### config.mk
export PLATFORM = sky130hd
export DESIGN_NAME = output_write_scheduler
export DESIGN_NICKNAME = d
export VERILOG_FILES = /design/src/rtl/mm_ctrl_pkg.sv /design/src/rtl/output_write_scheduler.sv
export SDC_FILE = /design/constraint.sdc
export NUM_CORES = 1
export LEC_CHECK = 0
export ABC_AREA = 1
export CAP_MARGIN = 10
export CORE_UTILIZATION = 30
export DETAILED_ROUTE_END_ITERATION = 7
export PLACE_DENSITY = 0.52
export SETUP_SLACK_MARGIN = 0.5
export SYNTH_ARGS = -nofsm -noshare
export SYNTH_HDL_FRONTEND = slang
export SYNTH_SLANG_ARGS = --single-unit
export TNS_END_PERCENT = 30
### constraint.sdc
create_clock -name clk -period 2 [get_ports clk]
set_input_delay 0.4 -clock clk [delete_from_list [all_inputs] [get_ports clk]]
set_output_delay 0.4 -clock clk [all_outputs]
set_load 0.01 [all_outputs]
### src/rtl/mm_ctrl_pkg.sv
// Shared types and constants for the matrix-multiply control slice.
// Holds the output write scheduler state encoding and its default tile limit.
package mm_ctrl_pkg;

  typedef enum logic [1:0] {
    IDLE     = 2'd0,
    ISSUE    = 2'd1,
    WAIT_CPL = 2'd2,
    REPORT   = 2'd3
  } sched_state_t;

  localparam int DEFAULT_MAX_TILES = 16;

endpackage

### src/rtl/output_write_scheduler.sv
// Issues one write instruction per output tile and reports job completion.
// Optional OUTPUT_WRITE_SCHED_PERF_EN adds a saturating busy-cycle counter.
module output_write_scheduler
  import mm_ctrl_pkg::*;
#(
  parameter int N                   = 4,
  parameter int MEMORY_ADDRESS_BITS = 64,
  parameter int MAX_TILES           = DEFAULT_MAX_TILES,
  parameter int TILE_COUNT_BITS     = $clog2(MAX_TILES + 1)
) (
  input  logic                           clk,
  input  logic                           reset,

  input  logic                           job_valid,
  output logic                           job_ready,
  input  logic [MEMORY_ADDRESS_BITS-1:0] job_base_address,
  input  logic [MEMORY_ADDRESS_BITS-1:0] job_tile_stride,
  input  logic [TILE_COUNT_BITS-1:0]     job_tile_count,
  input  logic                           job_by_row,

  output logic                           instr_valid,
  input  logic                           instr_ready,
  output logic [MEMORY_ADDRESS_BITS-1:0] instr_address,
  output logic                           instr_by_row,

  input  logic                           completed_valid,
  output logic                           completed_ready,

  output logic                           done_valid,
  input  logic                           done_ready,

  output logic                           busy,
  output logic [TILE_COUNT_BITS-1:0]     tiles_done,
  output logic                           error_flag
`ifdef OUTPUT_WRITE_SCHED_PERF_EN
  ,
  output logic [31:0]                    perf_busy_cycles
`endif
);

  if (N < 1 || MAX_TILES < 1) begin : g_bad_params
    $error("output_write_scheduler: N and MAX_TILES must be positive");
  end

  sched_state_t state_q, state_d;

  logic [MEMORY_ADDRESS_BITS-1:0] cur_addr_q;
  logic [MEMORY_ADDRESS_BITS-1:0] stride_q;
  logic [TILE_COUNT_BITS-1:0]     tile_count_q;
  logic [TILE_COUNT_BITS-1:0]     tiles_done_q;
  logic [TILE_COUNT_BITS-1:0]     tiles_done_inc;
  logic                           by_row_q;
  logic                           error_q;

  logic job_fire;
  logic instr_fire;
  logic cpl_fire;
  logic done_fire;
  logic job_empty;
  logic job_oversize;

  assign job_fire     = job_valid && job_ready;
  assign instr_fire   = instr_valid && instr_ready;
  assign cpl_fire     = completed_valid && completed_ready;
  assign done_fire    = done_valid && done_ready;
  assign job_empty    = (job_tile_count == '0);
  assign job_oversize = (int'(job_tile_count) > MAX_TILES);

  assign tiles_done_inc = tiles_done_q + TILE_COUNT_BITS'(1);

  always_ff @(posedge clk) begin
    if (reset) begin
      state_q <= IDLE;
    end else begin
      state_q <= state_d;
    end
  end

  always_comb begin
    state_d         = state_q;
    job_ready       = 1'b0;
    instr_valid     = 1'b0;
    completed_ready = 1'b0;
    done_valid      = 1'b0;
    unique case (state_q)
      IDLE: begin
        job_ready = 1'b1;
        if (job_fire) begin
          if (job_empty || job_oversize) begin
            state_d = REPORT;
          end else begin
            state_d = ISSUE;
          end
        end
      end
      ISSUE: begin
        instr_valid = 1'b1;
        if (instr_fire) begin
          state_d = WAIT_CPL;
        end
      end
      WAIT_CPL: begin
        completed_ready = 1'b1;
        if (cpl_fire) begin
          if (tiles_done_inc == tile_count_q) begin
            state_d = REPORT;
          end else begin
            state_d = ISSUE;
          end
        end
      end
      REPORT: begin
        done_valid = 1'b1;
        if (done_fire) begin
          state_d = IDLE;
        end
      end
      default: state_d = IDLE;
    endcase
  end

  // An oversized job is latched but never issued; it only raises the error.
  always_ff @(posedge clk) begin
    if (reset) begin
      cur_addr_q   <= '0;
      stride_q     <= '0;
      tile_count_q <= '0;
      tiles_done_q <= '0;
      by_row_q     <= 1'b0;
      error_q      <= 1'b0;
    end else begin
      if (job_fire) begin
        cur_addr_q   <= job_base_address;
        stride_q     <= job_tile_stride;
        tile_count_q <= job_tile_count;
        tiles_done_q <= '0;
        by_row_q     <= job_by_row;
        error_q      <= job_oversize;
      end
      if (cpl_fire) begin
        tiles_done_q <= tiles_done_inc;
        cur_addr_q   <= cur_addr_q + stride_q;
      end
    end
  end

  assign instr_address = cur_addr_q;
  assign instr_by_row  = by_row_q;
  assign busy          = (state_q != IDLE);
  assign tiles_done    = tiles_done_q;
  assign error_flag    = error_q;

`ifdef OUTPUT_WRITE_SCHED_PERF_EN
  logic [31:0] perf_q;

  always_ff @(posedge clk) begin
    if (reset) begin
      perf_q <= '0;
    end else if (busy && (perf_q != '1)) begin
      perf_q <= perf_q + 32'd1;
    end
  end

  assign perf_busy_cycles = perf_q;
`endif

endmodule

==> metrics.log <==
INFO  metric run_status = finished with violations
INFO  metric failed_checks = setup timing
INFO  metric firstDrtPassIters = 5
INFO  metric placeableCoreArea = 37,700 sq um
INFO  metric drtIter0Drc = about 720
INFO  metric worst_hold_check_slack = 407 ps
INFO  metric slew_viol_final = 0
INFO  metric clock-root-buffer = sky130_fd_sc_hd__clkbuf_16
INFO  metric power_frac_clock = 0.252
INFO  metric worst_setup_hold_path_clk_slew = 70 ps
INFO  metric dp_hpwl = 37.3 mm
INFO  metric row_count = 71
INFO  metric start_util = 0.304
INFO  metric grt_setup_unrepaired = yes
INFO  metric max-clock-path-buffers = 2
INFO  metric tritoncts = built
INFO  metric placedInstanceArea = between 15,000 and 20,000 sq um
INFO  metric max-slew-margin-rel = 0.408
INFO  metric cts_buffers = 17
INFO  metric floorplan.die.width = 198 microns
INFO  metric seqCellArea = 2990 sq um
INFO  metric startpoint_class = flop
INFO  metric postSynthAreaPerCell = approximately 5.7 sq um
INFO  metric gpl.final_weighted_congestion = 0.985
INFO  metric top_level_ports = 216
INFO  metric cell_taking_the_most_area_after_synthesis = sky130_fd_sc_hd__dfxtp_1
INFO  metric wl_per_cell = 16.2 microns
INFO  metric worst_clock_skew = between 15 and 20 ps
INFO  metric cell_chain_critical_path = ha_4 > fa_2 > nand3_2 > nand3_2 > nand2_2 > nand2_4 > nand2_1 > nand2_2 > nand2_2 > nand2_4 > buf_12 > xor2_2 > nand2_1 > a31oi_1
INFO  metric detail_route.vias_per_cell = 4.59
INFO  metric wire_length_of_the_first_global_routing_pass = 74.1 mm
INFO  metric via_count_of_the_first_global_routing_pass = 13,500
INFO  metric filler_cell_count = approximately 3,900
INFO  metric floorplan.die.height = 198 microns
INFO  metric top_cells_by_area_synth = sky130_fd_sc_hd__dfxtp_1 25%, sky130_fd_sc_hd__nand2_1 22%, sky130_fd_sc_hd__inv_1 10%, sky130_fd_sc_hd__nor2_1 7.7%, sky130_fd_sc_hd__ha_1 7.1%
INFO  metric ff_to_ff_path_depth = 14
INFO  metric setup_violations = 24
INFO  metric synthesis.nets = 2,201
INFO  metric gr-total-overflow = 0
INFO  metric netlist_area = 11,500 sq um
INFO  metric postRouteAntennaNets = 0
INFO  metric finalInstanceArea = 20,000 sq um
INFO  metric crit_path_frequent_cell = sky130_fd_sc_hd__nand2_2
INFO  metric final.period_utilization = 1.07
INFO  metric max_freq = 469 MHz
INFO  metric critical_path_arrival = between 2000 and 2500 ps
INFO  metric synth_enable_flop_cells = 0
INFO  metric hold_violations = 0
INFO  metric global_route.usage.total = 0.248
INFO  metric worst_path_largest_cell_delay = 390 ps
INFO  metric total_leakage_power = roughly 10 nW
INFO  metric pre_cts_slack = -328 ps
INFO  metric dominantRegCellSynth = sky130_fd_sc_hd__dfxtp_1
INFO  metric cts.sinks = 142
INFO  metric worstHoldPathType = in -> reg
INFO  metric timing.setup.critical_path_class = reg -> reg
INFO  metric final_layout_size_suffix_gt1_frac = 0.409
INFO  metric ctsHoldBuffers = 0
INFO  metric vias = around 14,000
INFO  metric synth_seq_area_share = 0.248
INFO  metric timing.critical_path.fanout_max = 4
INFO  metric intPower = about 8.5 mW
INFO  metric timing.final.ws_setup = -130 ps
INFO  metric die_area = 39,000 sq um
INFO  metric syn-instance-count = 1,995
INFO  metric synth_async_reset_ratio = 0
INFO  metric finalWirelength = between 40 and 50 mm
INFO  metric hold_path_depth = 4
INFO  metric drv.max_cap_violation_count = 0
INFO  metric p_per_area = 683 nW/um^2
INFO  metric worst_slew_pin_slew = 888 ps
INFO  metric flow.area_growth_from_synthesis = 74.6%
INFO  metric post_detailed_route_drc_marker_count = 0
INFO  metric post-synth-top-area-fraction = 0.248
INFO  metric antenna_violations_before_repair = 1
INFO  metric worst-endpoint-required = about 2300 ps
INFO  metric synth_cell_types = 38
INFO  metric power_switching_share = 0.377
INFO  metric pwr-share-comb = 0.475
INFO  metric critical_path.slowest_cell = sky130_fd_sc_hd__fa_2
INFO  metric cts-htree-levels = 4
INFO  metric switching_power = ~5 mW
INFO  metric synth.most_common_cell = sky130_fd_sc_hd__nand2_1
INFO  metric total_power = 13.7 mW
INFO  metric clock_insertion_delay_worst_skew = 460 ps
INFO  metric port_buffers = 215
INFO  metric ys_warnings = 0
INFO  metric critical_path.endpoint_type = flop
INFO  metric p_seq_frac = 0.273
INFO  metric period_minus_slack = 2130 ps
INFO  metric multiInputGateArea = 9960 sq um
INFO  metric maximum_ir_drop_on_the_vdd_rail = 0.584 mV
INFO  metric synth_top_cells_by_count = 687 x sky130_fd_sc_hd__nand2_1, 316 x sky130_fd_sc_hd__inv_1, 236 x sky130_fd_sc_hd__nor2_1, 142 x sky130_fd_sc_hd__dfxtp_1, 118 x sky130_fd_sc_hd__a21oi_1
INFO  metric grt_max_degree = 67
INFO  metric synth.ff_latch_count = approximately 140
INFO  metric nets = around 2,700
routing by layer:
layer | GRT usage | share of wire
met5 | 0 | 0
met1 | 0.351 | 0.50
met3 | 0.0278 | 0.035
met4 | 0.0655 | 0.016
met2 | 0.395 | 0.45
area by class of cell:
| cell class | count | area share |
|---|---|---|
| multi-input combinational | 1469 | 0.497 |
| timing repair buffer | 496 | 0.229 |
| sequential | 142 | 0.149 |
| inverter | 327 | 0.0617 |
| tap | 511 | 0.0319 |
| clock buffer | 21 | 0.0230 |
| clock inverter | 11 | 0.00781 |
| antenna | 1 | 0.000125 |
repair_timing:
item                                    4_1_cts  5_1_grt
endpoints found under the setup margin      145      165
pin swaps                                   103      141
buffers inserted                             16       18
gates resized for setup                     553      289
state kept, by name, indices dropped and copies added (netlist names):
register and flops:
instr_address 64, stride_q 64, tile_count_q 5, tiles_done 5, state_q 2, error_flag 1
instr_by_row 1
worst paths after layout:
kind | startpoint | endpoint | slack (ps)
max | stride_q[0] | instr_address[28] | -130
min | reset | stride_q[32] | 410
max reg2reg | stride_q[0] | instr_address[28] | -130
min reg2reg | tile_count_q[3] | tile_count_q[3] | 480
kinds of logic after synthesis:
logic type | Yosys count | share of synthesized area
xor gates and xnor gates | 38 | 0.0290
AOI/OAI and AO/OA | 264 | 0.128
and+or+nand+nor | 1101 | 0.393
adders and majority gates | 66 | 0.0727
DFF | 142 | 0.248
buffers and inverters | 384 | 0.129
per-stage QoR:
stage / cells / utilization / setup TNS [ps]
detailed placement: 2911 / 0.439 / -8610
global placement: 2911 / 0.439 / -7650
floorplan: 1995 / - / 0
global route: 2977 / 0.532 / -6150
finish: 2978 / 0.532 / -1080
CTS: 2959 / 0.504 / -848
power by group through the flow:
| stage | sequential (mW) | combinational, mW | clock, mW |
|---|---|---|---|
| 5_1_grt | 3.78 | 7.08 | 3.61 |
| 4_1_cts | 3.71 | 6.13 | 3.55 |
| 6_report | 3.74 | 6.49 | 3.44 |
| 2_1_floorplan | 3.72 | 2.73 | 0 |
| 3_3_place_gp | 3.64 | 5.38 | 0 |
| 3_5_place_dp | 3.65 | 5.39 | 0 |
critical path, delay by kind of cell, from the launching register on:
family                     cells  cell delay, ps
and+or+nand+nor                9             730
adders and majority gates      2             550
DFF                            1             340
buffers and inverters          1             160
xor gates and xnor gates       1             130
AOI/OAI and AO/OA              1              70
cell usage in the layout, fill, tap and decap left out, types with 15 or more instances in the layout:
master	instances
sky130_fd_sc_hd__a21oi_1	84
sky130_fd_sc_hd__a21oi_2	25
sky130_fd_sc_hd__a31oi_1	15
sky130_fd_sc_hd__buf_12	16
sky130_fd_sc_hd__buf_4	223
sky130_fd_sc_hd__buf_6	44
sky130_fd_sc_hd__clkbuf_16	17
sky130_fd_sc_hd__clkdlybuf4s50_1	193
sky130_fd_sc_hd__dfxtp_1	33
sky130_fd_sc_hd__dfxtp_2	104
sky130_fd_sc_hd__ha_4	58
sky130_fd_sc_hd__inv_1	275
sky130_fd_sc_hd__inv_2	46
sky130_fd_sc_hd__nand2_1	425
sky130_fd_sc_hd__nand2_2	199
sky130_fd_sc_hd__nand2_4	76
sky130_fd_sc_hd__nand3_1	61
sky130_fd_sc_hd__nand3_2	34
sky130_fd_sc_hd__nor2_1	177
sky130_fd_sc_hd__nor2_2	27
sky130_fd_sc_hd__nor2_4	50
sky130_fd_sc_hd__o21a_1	31
sky130_fd_sc_hd__o21ai_0	78
sky130_fd_sc_hd__o21bai_1	15
sky130_fd_sc_hd__xor2_1	30
Note: power is estimated with default switching activity, not from simulation.
